`src/rtl/npc_predict_if.sv`:
```
// Fetch/EX bus of the next-PC predictor. The master drives stall and EX resolution.
// The slave returns the fetch PC, the prediction, the flush and the perf counters.
interface npc_predict_if #(
  parameter int XLEN  = 32,
  parameter int CNT_W = 32
);
  logic             stall_i;
  logic             ex_valid_i;
  logic             ex_is_jump_i;
  logic [XLEN-1:0]  ex_pc_i;
  logic             ex_taken_i;
  logic [XLEN-1:0]  ex_target_i;
  logic             ex_pred_taken_i;
  logic [XLEN-1:0]  ex_pred_target_i;
  logic [XLEN-1:0]  pc_o;
  logic             pred_taken_o;
  logic [XLEN-1:0]  pred_target_o;
  logic             flush_o;
  logic [CNT_W-1:0] branch_cnt_o;
  logic [CNT_W-1:0] mispred_cnt_o;

  modport master (
    output stall_i, ex_valid_i, ex_is_jump_i, ex_pc_i, ex_taken_i, ex_target_i,
           ex_pred_taken_i, ex_pred_target_i,
    input  pc_o, pred_taken_o, pred_target_o, flush_o, branch_cnt_o, mispred_cnt_o
  );
  modport slave (
    input  stall_i, ex_valid_i, ex_is_jump_i, ex_pc_i, ex_taken_i, ex_target_i,
           ex_pred_taken_i, ex_pred_target_i,
    output pc_o, pred_taken_o, pred_target_o, flush_o, branch_cnt_o, mispred_cnt_o
  );
endinterface

```
`src/rtl/npc_predict.sv`:
```
// PC register with a direct-mapped BTB and 2-bit saturating counters.
// EX resolution redirects the PC and flushes IF/ID on a misprediction.
module npc_predict #(
  parameter int              XLEN        = 32,
  parameter logic [XLEN-1:0] RESET_PC    = 32'h0000_3000,
  parameter int              BTB_ENTRIES = 16,
  parameter int              CNT_W       = 32
) (
  input logic          clk,
  input logic          rst,
  npc_predict_if.slave bus
);
  localparam int IDX   = $clog2(BTB_ENTRIES);
  localparam int TAG_W = XLEN - IDX - 2;
  localparam logic [XLEN-1:0]  FOUR = XLEN'(4);
  localparam logic [CNT_W-1:0] ONE  = CNT_W'(1);

  logic [XLEN-1:0]        pc;
  logic [BTB_ENTRIES-1:0] btb_valid;
  logic [TAG_W-1:0]       btb_tag    [BTB_ENTRIES];
  logic [XLEN-1:0]        btb_target [BTB_ENTRIES];
  logic [1:0]             btb_ctr    [BTB_ENTRIES];

  logic [IDX-1:0]   f_idx, e_idx;
  logic [TAG_W-1:0] f_tag, e_tag;
  logic             f_hit, e_hit, pred_taken, taken, mispred, flush;
  logic [XLEN-1:0]  pred_target, next_pc, redirect_pc;
  logic [CNT_W-1:0] branch_cnt, mispred_cnt;

  function automatic logic [1:0] sat_inc(input logic [1:0] c);
    return (c == 2'b11) ? 2'b11 : c + 2'd1;
  endfunction

  function automatic logic [1:0] sat_dec(input logic [1:0] c);
    return (c == 2'b00) ? 2'b00 : c - 2'd1;
  endfunction

  assign f_idx = pc[IDX+1:2];
  assign f_tag = pc[XLEN-1:IDX+2];
  assign e_idx = bus.ex_pc_i[IDX+1:2];
  assign e_tag = bus.ex_pc_i[XLEN-1:IDX+2];

  // Lookup reads the array before this edge's write, so same-index updates show next cycle.
  assign f_hit       = btb_valid[f_idx] && (btb_tag[f_idx] == f_tag);
  assign e_hit       = btb_valid[e_idx] && (btb_tag[e_idx] == e_tag);
  assign pred_taken  = f_hit && btb_ctr[f_idx][1];
  assign pred_target = f_hit ? btb_target[f_idx] : '0;
  assign next_pc     = pred_taken ? pred_target : pc + FOUR;

  assign taken       = bus.ex_taken_i | bus.ex_is_jump_i;
  assign mispred     = (taken != bus.ex_pred_taken_i) ||
                       (taken && (bus.ex_target_i != bus.ex_pred_target_i));
  assign flush       = bus.ex_valid_i && mispred;
  assign redirect_pc = taken ? bus.ex_target_i : bus.ex_pc_i + FOUR;

  assign bus.pc_o          = pc;
  assign bus.pred_taken_o  = pred_taken;
  assign bus.pred_target_o = pred_target;
  assign bus.flush_o       = flush;
  assign bus.branch_cnt_o  = branch_cnt;
  assign bus.mispred_cnt_o = mispred_cnt;

  // A redirect wins over a stall: the stalled instruction is on the wrong path anyway.
  always_ff @(posedge clk) begin
    if (rst)              pc <= RESET_PC;
    else if (flush)       pc <= redirect_pc;
    else if (!bus.stall_i) pc <= next_pc;
  end

  always_ff @(posedge clk) begin
    if (rst) begin
      btb_valid <= '0;
      for (int i = 0; i < BTB_ENTRIES; i++) begin
        btb_tag[i]    <= '0;
        btb_target[i] <= '0;
        btb_ctr[i]    <= '0;
      end
    end else if (bus.ex_valid_i) begin
      if (taken) begin
        btb_target[e_idx] <= bus.ex_target_i;
        if (e_hit) begin
          btb_ctr[e_idx] <= bus.ex_is_jump_i ? 2'b11 : sat_inc(btb_ctr[e_idx]);
        end else begin
          btb_valid[e_idx] <= 1'b1;
          btb_tag[e_idx]   <= e_tag;
          btb_ctr[e_idx]   <= bus.ex_is_jump_i ? 2'b11 : 2'b10;
        end
      end else if (e_hit) begin
        btb_ctr[e_idx] <= sat_dec(btb_ctr[e_idx]);
      end
    end
  end

  always_ff @(posedge clk) begin
    if (rst) begin
      branch_cnt  <= '0;
      mispred_cnt <= '0;
    end else begin
      if (bus.ex_valid_i) branch_cnt  <= branch_cnt + ONE;
      if (flush)          mispred_cnt <= mispred_cnt + ONE;
    end
  end
endmodule
```
`src/flat_wrapper.sv`:
```
// flat-port wrapper written by rule: the top's interface ports become plain ports
module npc_predict_flat 
#(
  parameter int              XLEN        = 32,
  parameter logic [XLEN-1:0] RESET_PC    = 32'h0000_3000,
  parameter int              BTB_ENTRIES = 16,
  parameter int              CNT_W       = 32
)
  (clk, rst, bus_stall_i, bus_ex_valid_i, bus_ex_is_jump_i, bus_ex_pc_i, bus_ex_taken_i, bus_ex_target_i, bus_ex_pred_taken_i, bus_ex_pred_target_i, bus_pc_o, bus_pred_taken_o, bus_pred_target_o, bus_flush_o, bus_branch_cnt_o, bus_mispred_cnt_o);
  npc_predict_if #(.XLEN(XLEN), .CNT_W(CNT_W)) bus_i ();
  input logic clk;
  input logic rst;
  input wire logic [$bits(bus_i.stall_i)-1:0] bus_stall_i;
  input wire logic [$bits(bus_i.ex_valid_i)-1:0] bus_ex_valid_i;
  input wire logic [$bits(bus_i.ex_is_jump_i)-1:0] bus_ex_is_jump_i;
  input wire logic [$bits(bus_i.ex_pc_i)-1:0] bus_ex_pc_i;
  input wire logic [$bits(bus_i.ex_taken_i)-1:0] bus_ex_taken_i;
  input wire logic [$bits(bus_i.ex_target_i)-1:0] bus_ex_target_i;
  input wire logic [$bits(bus_i.ex_pred_taken_i)-1:0] bus_ex_pred_taken_i;
  input wire logic [$bits(bus_i.ex_pred_target_i)-1:0] bus_ex_pred_target_i;
  output wire logic [$bits(bus_i.pc_o)-1:0] bus_pc_o;
  output wire logic [$bits(bus_i.pred_taken_o)-1:0] bus_pred_taken_o;
  output wire logic [$bits(bus_i.pred_target_o)-1:0] bus_pred_target_o;
  output wire logic [$bits(bus_i.flush_o)-1:0] bus_flush_o;
  output wire logic [$bits(bus_i.branch_cnt_o)-1:0] bus_branch_cnt_o;
  output wire logic [$bits(bus_i.mispred_cnt_o)-1:0] bus_mispred_cnt_o;
  assign bus_i.stall_i = bus_stall_i;
  assign bus_i.ex_valid_i = bus_ex_valid_i;
  assign bus_i.ex_is_jump_i = bus_ex_is_jump_i;
  assign bus_i.ex_pc_i = bus_ex_pc_i;
  assign bus_i.ex_taken_i = bus_ex_taken_i;
  assign bus_i.ex_target_i = bus_ex_target_i;
  assign bus_i.ex_pred_taken_i = bus_ex_pred_taken_i;
  assign bus_i.ex_pred_target_i = bus_ex_pred_target_i;
  assign bus_pc_o = bus_i.pc_o;
  assign bus_pred_taken_o = bus_i.pred_taken_o;
  assign bus_pred_target_o = bus_i.pred_target_o;
  assign bus_flush_o = bus_i.flush_o;
  assign bus_branch_cnt_o = bus_i.branch_cnt_o;
  assign bus_mispred_cnt_o = bus_i.mispred_cnt_o;
  npc_predict #(.XLEN(XLEN), .RESET_PC(RESET_PC), .BTB_ENTRIES(BTB_ENTRIES), .CNT_W(CNT_W)) u_core (.clk(clk), .rst(rst), .bus(bus_i));
endmodule
```
`config.mk`:
```
export PLATFORM = sky130hd
export DESIGN_NAME = npc_predict_flat
export DESIGN_NICKNAME = d
export VERILOG_FILES = /design/src/rtl/npc_predict_if.sv /design/src/rtl/npc_predict.sv /design/src/flat_wrapper.sv
export SDC_FILE = /design/constraint.sdc
export NUM_CORES = 2
export LEC_CHECK = 0
export BUFFER_PORTS_ARGS = -buffer_cell sky130_fd_sc_hd__buf_4
export CAP_MARGIN = 20
export CORE_MARGIN = 3
export CORE_UTILIZATION = 48
export CTS_CLUSTER_SIZE = 24
export DETAILED_ROUTE_END_ITERATION = 7
export PLACE_DENSITY_LB_ADDON = 0.25
export RECOVER_POWER = 50
export SLEW_MARGIN = 0
export SYNTH_ARGS = -nofsm -noshare
export SYNTH_HDL_FRONTEND = slang
export SYNTH_SLANG_ARGS = --single-unit
```
`constraint.sdc`:
```
create_clock -name clk -period 4.4 [get_ports clk]
set_input_delay 0.44 -clock clk [delete_from_list [all_inputs] [get_ports clk]]
set_output_delay 0.44 -clock clk [all_outputs]
set_load 0.01 [all_outputs]
```
Word level (Yosys, flattened, before mapping)
Memories as Yosys holds them, arrays and structs flattened. A register that Yosys moved wholly into a read port is not among the register bits. Cells that the tools add are included.

Output and inout bits: 130. Bits in registers: 112. Input port bits: 103. Memories: 3. Logic and storage cells: 91. Memory bits (writable): 960.

Memories: u_core.btb_target (words 16, bits a word 32, rd ports 1, clocked after memory_dff 1, wr ports 16, RTL line npc_predict.sv:21) `logic [XLEN-1:0] btb_target [BTB_ENTRIES];`; u_core.btb_tag (words 16, bits a word 26, rd ports 2, clocked after memory_dff 1, wr ports 16, RTL line npc_predict.sv:20) `logic [TAG_W-1:0] btb_tag [BTB_ENTRIES];`; u_core.btb_ctr (words 16, bits a word 2, rd ports 2, clocked after memory_dff 1, wr ports 16, RTL line npc_predict.sv:22) `logic [1:0] btb_ctr [BTB_ENTRIES];`.

Reduce and logical (&&, ||, !) cells: 12. Equal/unequal tests: 6. Add/subtract/negate cells: 6. Bitwise operators: 5. Muxes and demuxes: 52. Magnitude comparators: 3.

Operators with widths (count): two-way mux 32 bit (6); adder 32 x 1 -> 32 bit, second input constant (2); adder 32 x 3 -> 32 bit, second input constant (2); == test 26 bit (2); two-way mux 4 bit (9); inequality test 32 bit (1); OR reduction 32 bit (1); two-way mux 1 bit (27); two-way mux 26 bit (1); OR reduction 26 bit (1); OR 16 bit (1); two-way mux 2 bit (6); less-than comparator 4 x 5 -> 1 bit, second input constant (2); binary-select mux 1 bit (select 4 bit) (2); logical AND 1 bit (6); demux 1 bit (select 4 bit) (1); greater-or-equal comparator 4 x 1 -> 1 bit, second input constant (1); OR 1 bit (3); AND reduction 3 bit (1); adder 2 x 1 -> 2 bit, second input constant (1); == test 2 bit, second input constant (1); logical NOT 2 bit (1); inequality test 2 x 1 -> 1 bit, second input constant (1); OR reduction 2 bit (1); other kinds (4) (4).

Depth between registers and ports, before layout
Word-level depth: 12. Depth in mapped cells: 16. Gate-level depth less buffers: 10.

Worst setup path after synthesis
OpenSTA, ideal clock, no wires.

Path type: input-to-reg. From: input bus_ex_pc_i[2]. To: memory u_core.btb_tag[11][0] (netlist bit), enable pin. Data required time: 4.085 ns. Setup slack: 0.358 ns. Cell stages on the path: 11. Buffers on the path: 3. Arrival: 3.727 ns. Setup time: 0.315 ns. Cell sequence: clkbuf_1 -> buf_1 -> mux4_2 -> mux4_2 -> xnor2_1 -> nand4_1 -> nor3_1 -> and4bb_2 -> clkbuf_1 -> nor2b_1 -> or2_2.

RTL lines: start: declaration (RTL line flat_wrapper.sv:16) `input wire logic [$bits(bus_i.ex_pc_i)-1:0] bus_ex_pc_i;`; end: declaration (RTL line npc_predict.sv:20).

==> reports/metrics.yaml <==
global_routing:
  via_count_of_the_first_global_routing_pass: 37100
  first_pass_grt_wire_length_mm: 269
  antenna_violations_before_repair: 18
  grt_max_degree: 268
  grt.overflow.total: 0
  grt.total_usage: 0.309
final_layout:
  finish.cell_count_without_fillers: 5815
  finish.instance_area_um2: 63600
  nNetsFinal: 4322
  area_growth_syn_to_layout_pct: 15.2
  post_route_cells_drive_above_1_share: 0.258
critical_path:
  cp.required_ps: 3960
  crit_path_start_kind: "register"
  worst_setup_path_end_kind: "output port"
  maximum_fanout_encountered_on_the_critical_timing_path: 5
  slowest_stage: "sky130_fd_sc_hd__mux4_2"
  cp_slowest_stage_delay_ps: 490
  worst-path-buf-inv: 5
  critical_path_depth: 13
  worst_r2r_path_depth: 11
  crit_path_cell_trace: "buf_12, buf_8, buf_6, mux4_2, mux2i_1, xor2_1, a2bb2oi_1, nand4_1, nor4_4, nand4_1, buf_6, a311oi_4, buf_4"
  critical_path_class: "register to output port"
  timing.critical_path.arrival_ps: 4080
  cp_top_family: "buffers and inverters"
power:
  combinationalPowerShare: 0.144
  total_switching_power_mw: 6.60
  clockPowerShare: 0.382
  power_share_of_the_sequential_group: 0.473
  switching_share: 0.261
  irDropWorstVdd_mv: 0.329
  power_density_nw_per_um2: 397
  cellInternalPower_mw: 18.7
  finalPower_mw: 25.3
  power.static_leakage_nw: 23.6
detailed_routing:
  route.vias.total: 38000
  totalWireLength_mm: 188
  detailedRoute.firstPassIterationCount: 5
  dr.first_iter.drc_count: 5789
  detail_route.wl_per_cell_um: 32.3
  postRouteAntennaNets: 0
  drc: 0
  avgViaCountPerCell: 6.54
floorplan:
  die_wd_um: 345
  placementRows: 123
  initial_standard_cell_utilization_of_the_core: 0.488
  core_um2: 113000
  floorplan.die_area_um2: 119000
  number_of_i_o_pins: 233
  die_height_um: 345
synthesis:
  yosysSeqAreaShare: 0.564
  syn_avg_cell_area_um2: 13.7
  synth_flop_type: "sky130_fd_sc_hd__edfxtp_1"
  synth.yosys.warnings: 0
  postSynthRegisterBits: 1076
  synthDistinctLibCells: 73
  asyncSetResetFlopFracSynth: 0
  synthCells: 4028
  muxShareOfSynthArea: 0.179
  synth_area_in_compound_gates: 0.0283
  post_synth_edffs: 960
  synth_xor_area_frac: 0.0284
  synth_adder_area_share: 0.00159
  synth_nets: 4138
  share_of_synthesized_cell_area_in_and_or_nand_and_nor_gates: 0.165
  dominant_combinational_cell_family_by_area_after_synthesis: "multiplexers"
  syn_area_um2: 55200
sta:
  fin_crit_ps: 4520
  setup_viol_count_final: 127
  worst_clock_skew_ps: 47.9
  totalNegativeSetupSlack_ps: -6900
  rsz0062_at_grt: "true"
  maxSlewHeadroom: -0.383
  max_freq_ghz: 0.221
  final-hold-violation-count: 0
  final.period_utilization: 1.03
  tightestPinTransition_ps: 2070
  final-max-slew-violation-count: 100
  post-route-worst-setup-slack_ps: -118
min_path:
  hold_depth: 3
  worstHoldPathType: "input pin to register"
run_status:
  status: "finished, violations left"
  failed_checks: "max-capacitance violations, max-slew violations, negative setup slack"
clock_network:
  htree_num_levels: 3
  cts.hold.buffers_added: 0
  clkSlewWorstSetupHoldPaths_ps: 60
  root_buffer: "sky130_fd_sc_hd__clkbuf_16"
  cts_max_path_buffers: 3
  clock_latency_ps: 730
  numCtsBuffers: 115
  cts_sinks: 1076
  cts_tree: "yes"
placed_design:
  dp_cells: 5553
  io_buffers: 232
  finalWeightedCongestion: 0.908
  placed_area_um2: 59400
  detailedPlacementHpwl_mm: 115
run:
  maxCapViolations: 1
worst min-delay path, stage by stage:
cell,delay [ps]
sky130_fd_sc_hd__buf_4,80
sky130_fd_sc_hd__mux2i_1,50
sky130_fd_sc_hd__o22ai_1,130
layout by cell type (no fill, tap or decap), types with 11 or more instances in the layout:
master	Yosys	layout
sky130_fd_sc_hd__a211oi_1	16	15
sky130_fd_sc_hd__a21o_1	17	17
sky130_fd_sc_hd__a21oi_1	52	50
sky130_fd_sc_hd__a22o_1	11	11
sky130_fd_sc_hd__a31oi_1	13	13
sky130_fd_sc_hd__and2_1	517	511
sky130_fd_sc_hd__and3_1	464	448
sky130_fd_sc_hd__and3_2	0	14
sky130_fd_sc_hd__buf_12	0	47
sky130_fd_sc_hd__buf_4	20	340
sky130_fd_sc_hd__buf_6	3	16
sky130_fd_sc_hd__clkbuf_1	340	110
sky130_fd_sc_hd__clkbuf_16	0	116
sky130_fd_sc_hd__clkinv_1	1	20
sky130_fd_sc_hd__clkinv_2	0	26
sky130_fd_sc_hd__dfxtp_1	116	112
sky130_fd_sc_hd__edfxtp_1	960	960
sky130_fd_sc_hd__inv_1	18	17
sky130_fd_sc_hd__mux2_2	15	14
sky130_fd_sc_hd__mux2i_1	99	92
sky130_fd_sc_hd__mux4_2	387	387
sky130_fd_sc_hd__nand2_1	131	130
sky130_fd_sc_hd__nand3_1	83	83
sky130_fd_sc_hd__nand4_1	39	39
sky130_fd_sc_hd__nor2_1	140	135
sky130_fd_sc_hd__nor2b_1	77	56
sky130_fd_sc_hd__nor2b_2	0	19
sky130_fd_sc_hd__nor3_1	23	22
sky130_fd_sc_hd__nor4_1	15	12
sky130_fd_sc_hd__o211ai_1	14	14
sky130_fd_sc_hd__o21ai_0	35	28
sky130_fd_sc_hd__o22ai_1	16	15
sky130_fd_sc_hd__or2_2	34	34
sky130_fd_sc_hd__or3_1	23	23
sky130_fd_sc_hd__xnor2_1	84	82
sky130_fd_sc_hd__xor2_1	95	94
cells by family after synthesis:
group                      after synthesis
AOI/OAI and AO/OA                      233
xor gates and xnor gates               179
adders and majority gates                7
buffers and inverters                  453
DFF                                   1076
muxes                                  501
and+or+nand+nor                       1579
through the flow:
| stage | setup WS [ps] | util | hold WS (ps) |
|---|---|---|---|
| 2_1_floorplan | 358 | - | 438 |
| 6_report | -118 | 0.562 | 42.2 |
| 5_1_grt | -185 | 0.562 | 54.2 |
| 4_1_cts | -134 | 0.563 | 8.11 |
| 3_3_place_gp | -446 | 0.524 | 454 |
| 3_5_place_dp | -479 | 0.524 | 467 |
power groups by stage:
stage	registers, mW	clock network (mW)	logic (mW)
after floorplan	12.0	0	2.07
after global routing	12.0	10.1	3.77
after CTS	12.0	9.74	3.56
final	12.0	9.67	3.65
after detailed placement	12.2	0	3.36
after global placement	12.2	0	3.35
metal layers:
metal  GRT usage  wire, µm
met4       0.107      6350
met3      0.0875     26100
met1       0.445     72300
met2       0.453     82900
met5           0        44
final cells by class:
cell class                 count  area (µm²)
fill                        9135       49600
clock inverter                65         598
timing repair buffer         501        4190
inverter                      19        73.8
clock buffer                 148        3110
sequential                  1076       31200
tap                         1500        1880
antenna                        7        17.5
multi-input combinational   2499       22600
final timing paths:
kind | start | end | slack (ps)
worst max-delay path | register | bus_pred_target_o[0] | -120
worst min-delay path | bus_ex_pc_i[0] | u_core.bus.pc_o[0] | 40
worst max register to register | u_core.btb_tag[15][14] | u_core.btb_tag[9][12] | -100
worst min register to register | u_core.btb_valid[15] | u_core.btb_valid[15] | 480
cell usage after synthesis (all sizes together), types with 7 or more instances:
| cell | number | share of area |
|---|---|---|
| or2 | 34 | 0.0039 |
| nor3 | 26 | 0.0027 |
| a221oi | 8 | 0.0013 |
| nand3 | 83 | 0.0075 |
| edfxtp | 960 | 0.52 |
| inv | 18 | 0.0012 |
| ha | 7 | 0.0016 |
| o211ai | 14 | 0.0019 |
| and2 | 519 | 0.059 |
| clkbuf | 340 | 0.023 |
| dfxtp | 116 | 0.042 |
| nand2 | 131 | 0.0089 |
| mux2i | 99 | 0.018 |
| o21ai | 35 | 0.0032 |
| nor2b | 77 | 0.0087 |
| xor2 | 95 | 0.015 |
| a21o | 17 | 0.0023 |
| a31oi | 13 | 0.0015 |
| mux2 | 15 | 0.0031 |
| o22ai | 16 | 0.0018 |
| mux4 | 387 | 0.16 |
| and3 | 464 | 0.053 |
| a22oi | 10 | 0.0014 |
| a22o | 11 | 0.0017 |
| a21oi | 53 | 0.0049 |
| nand4 | 39 | 0.0044 |
| nor2 | 141 | 0.0096 |
| or3 | 23 | 0.0026 |
| o31ai | 8 | 0.0011 |
| nor4 | 15 | 0.0017 |
| xnor2 | 84 | 0.013 |
| a211oi | 16 | 0.0022 |
| buf | 94 | 0.0091 |
sequential cells by signal, summed over array words and instances, names as in the netlist, named ones only:
register	count
u_core.bus.mispred_cnt_o	32
u_core.btb_target	512
u_core.bus.pc_o	32
u_core.btb_tag	416
u_core.btb_ctr	32
u_core.btb_valid	16
u_core.bus.branch_cnt_o	32
what timing repair did:
item	in CTS	in global routing
setup buffers	33	7
resized for setup	71	38
pin swaps	16	6
cloned	2	0
setup endpoints to repair	40	50
No activity file was read; power rests on OpenSTA's default activity.
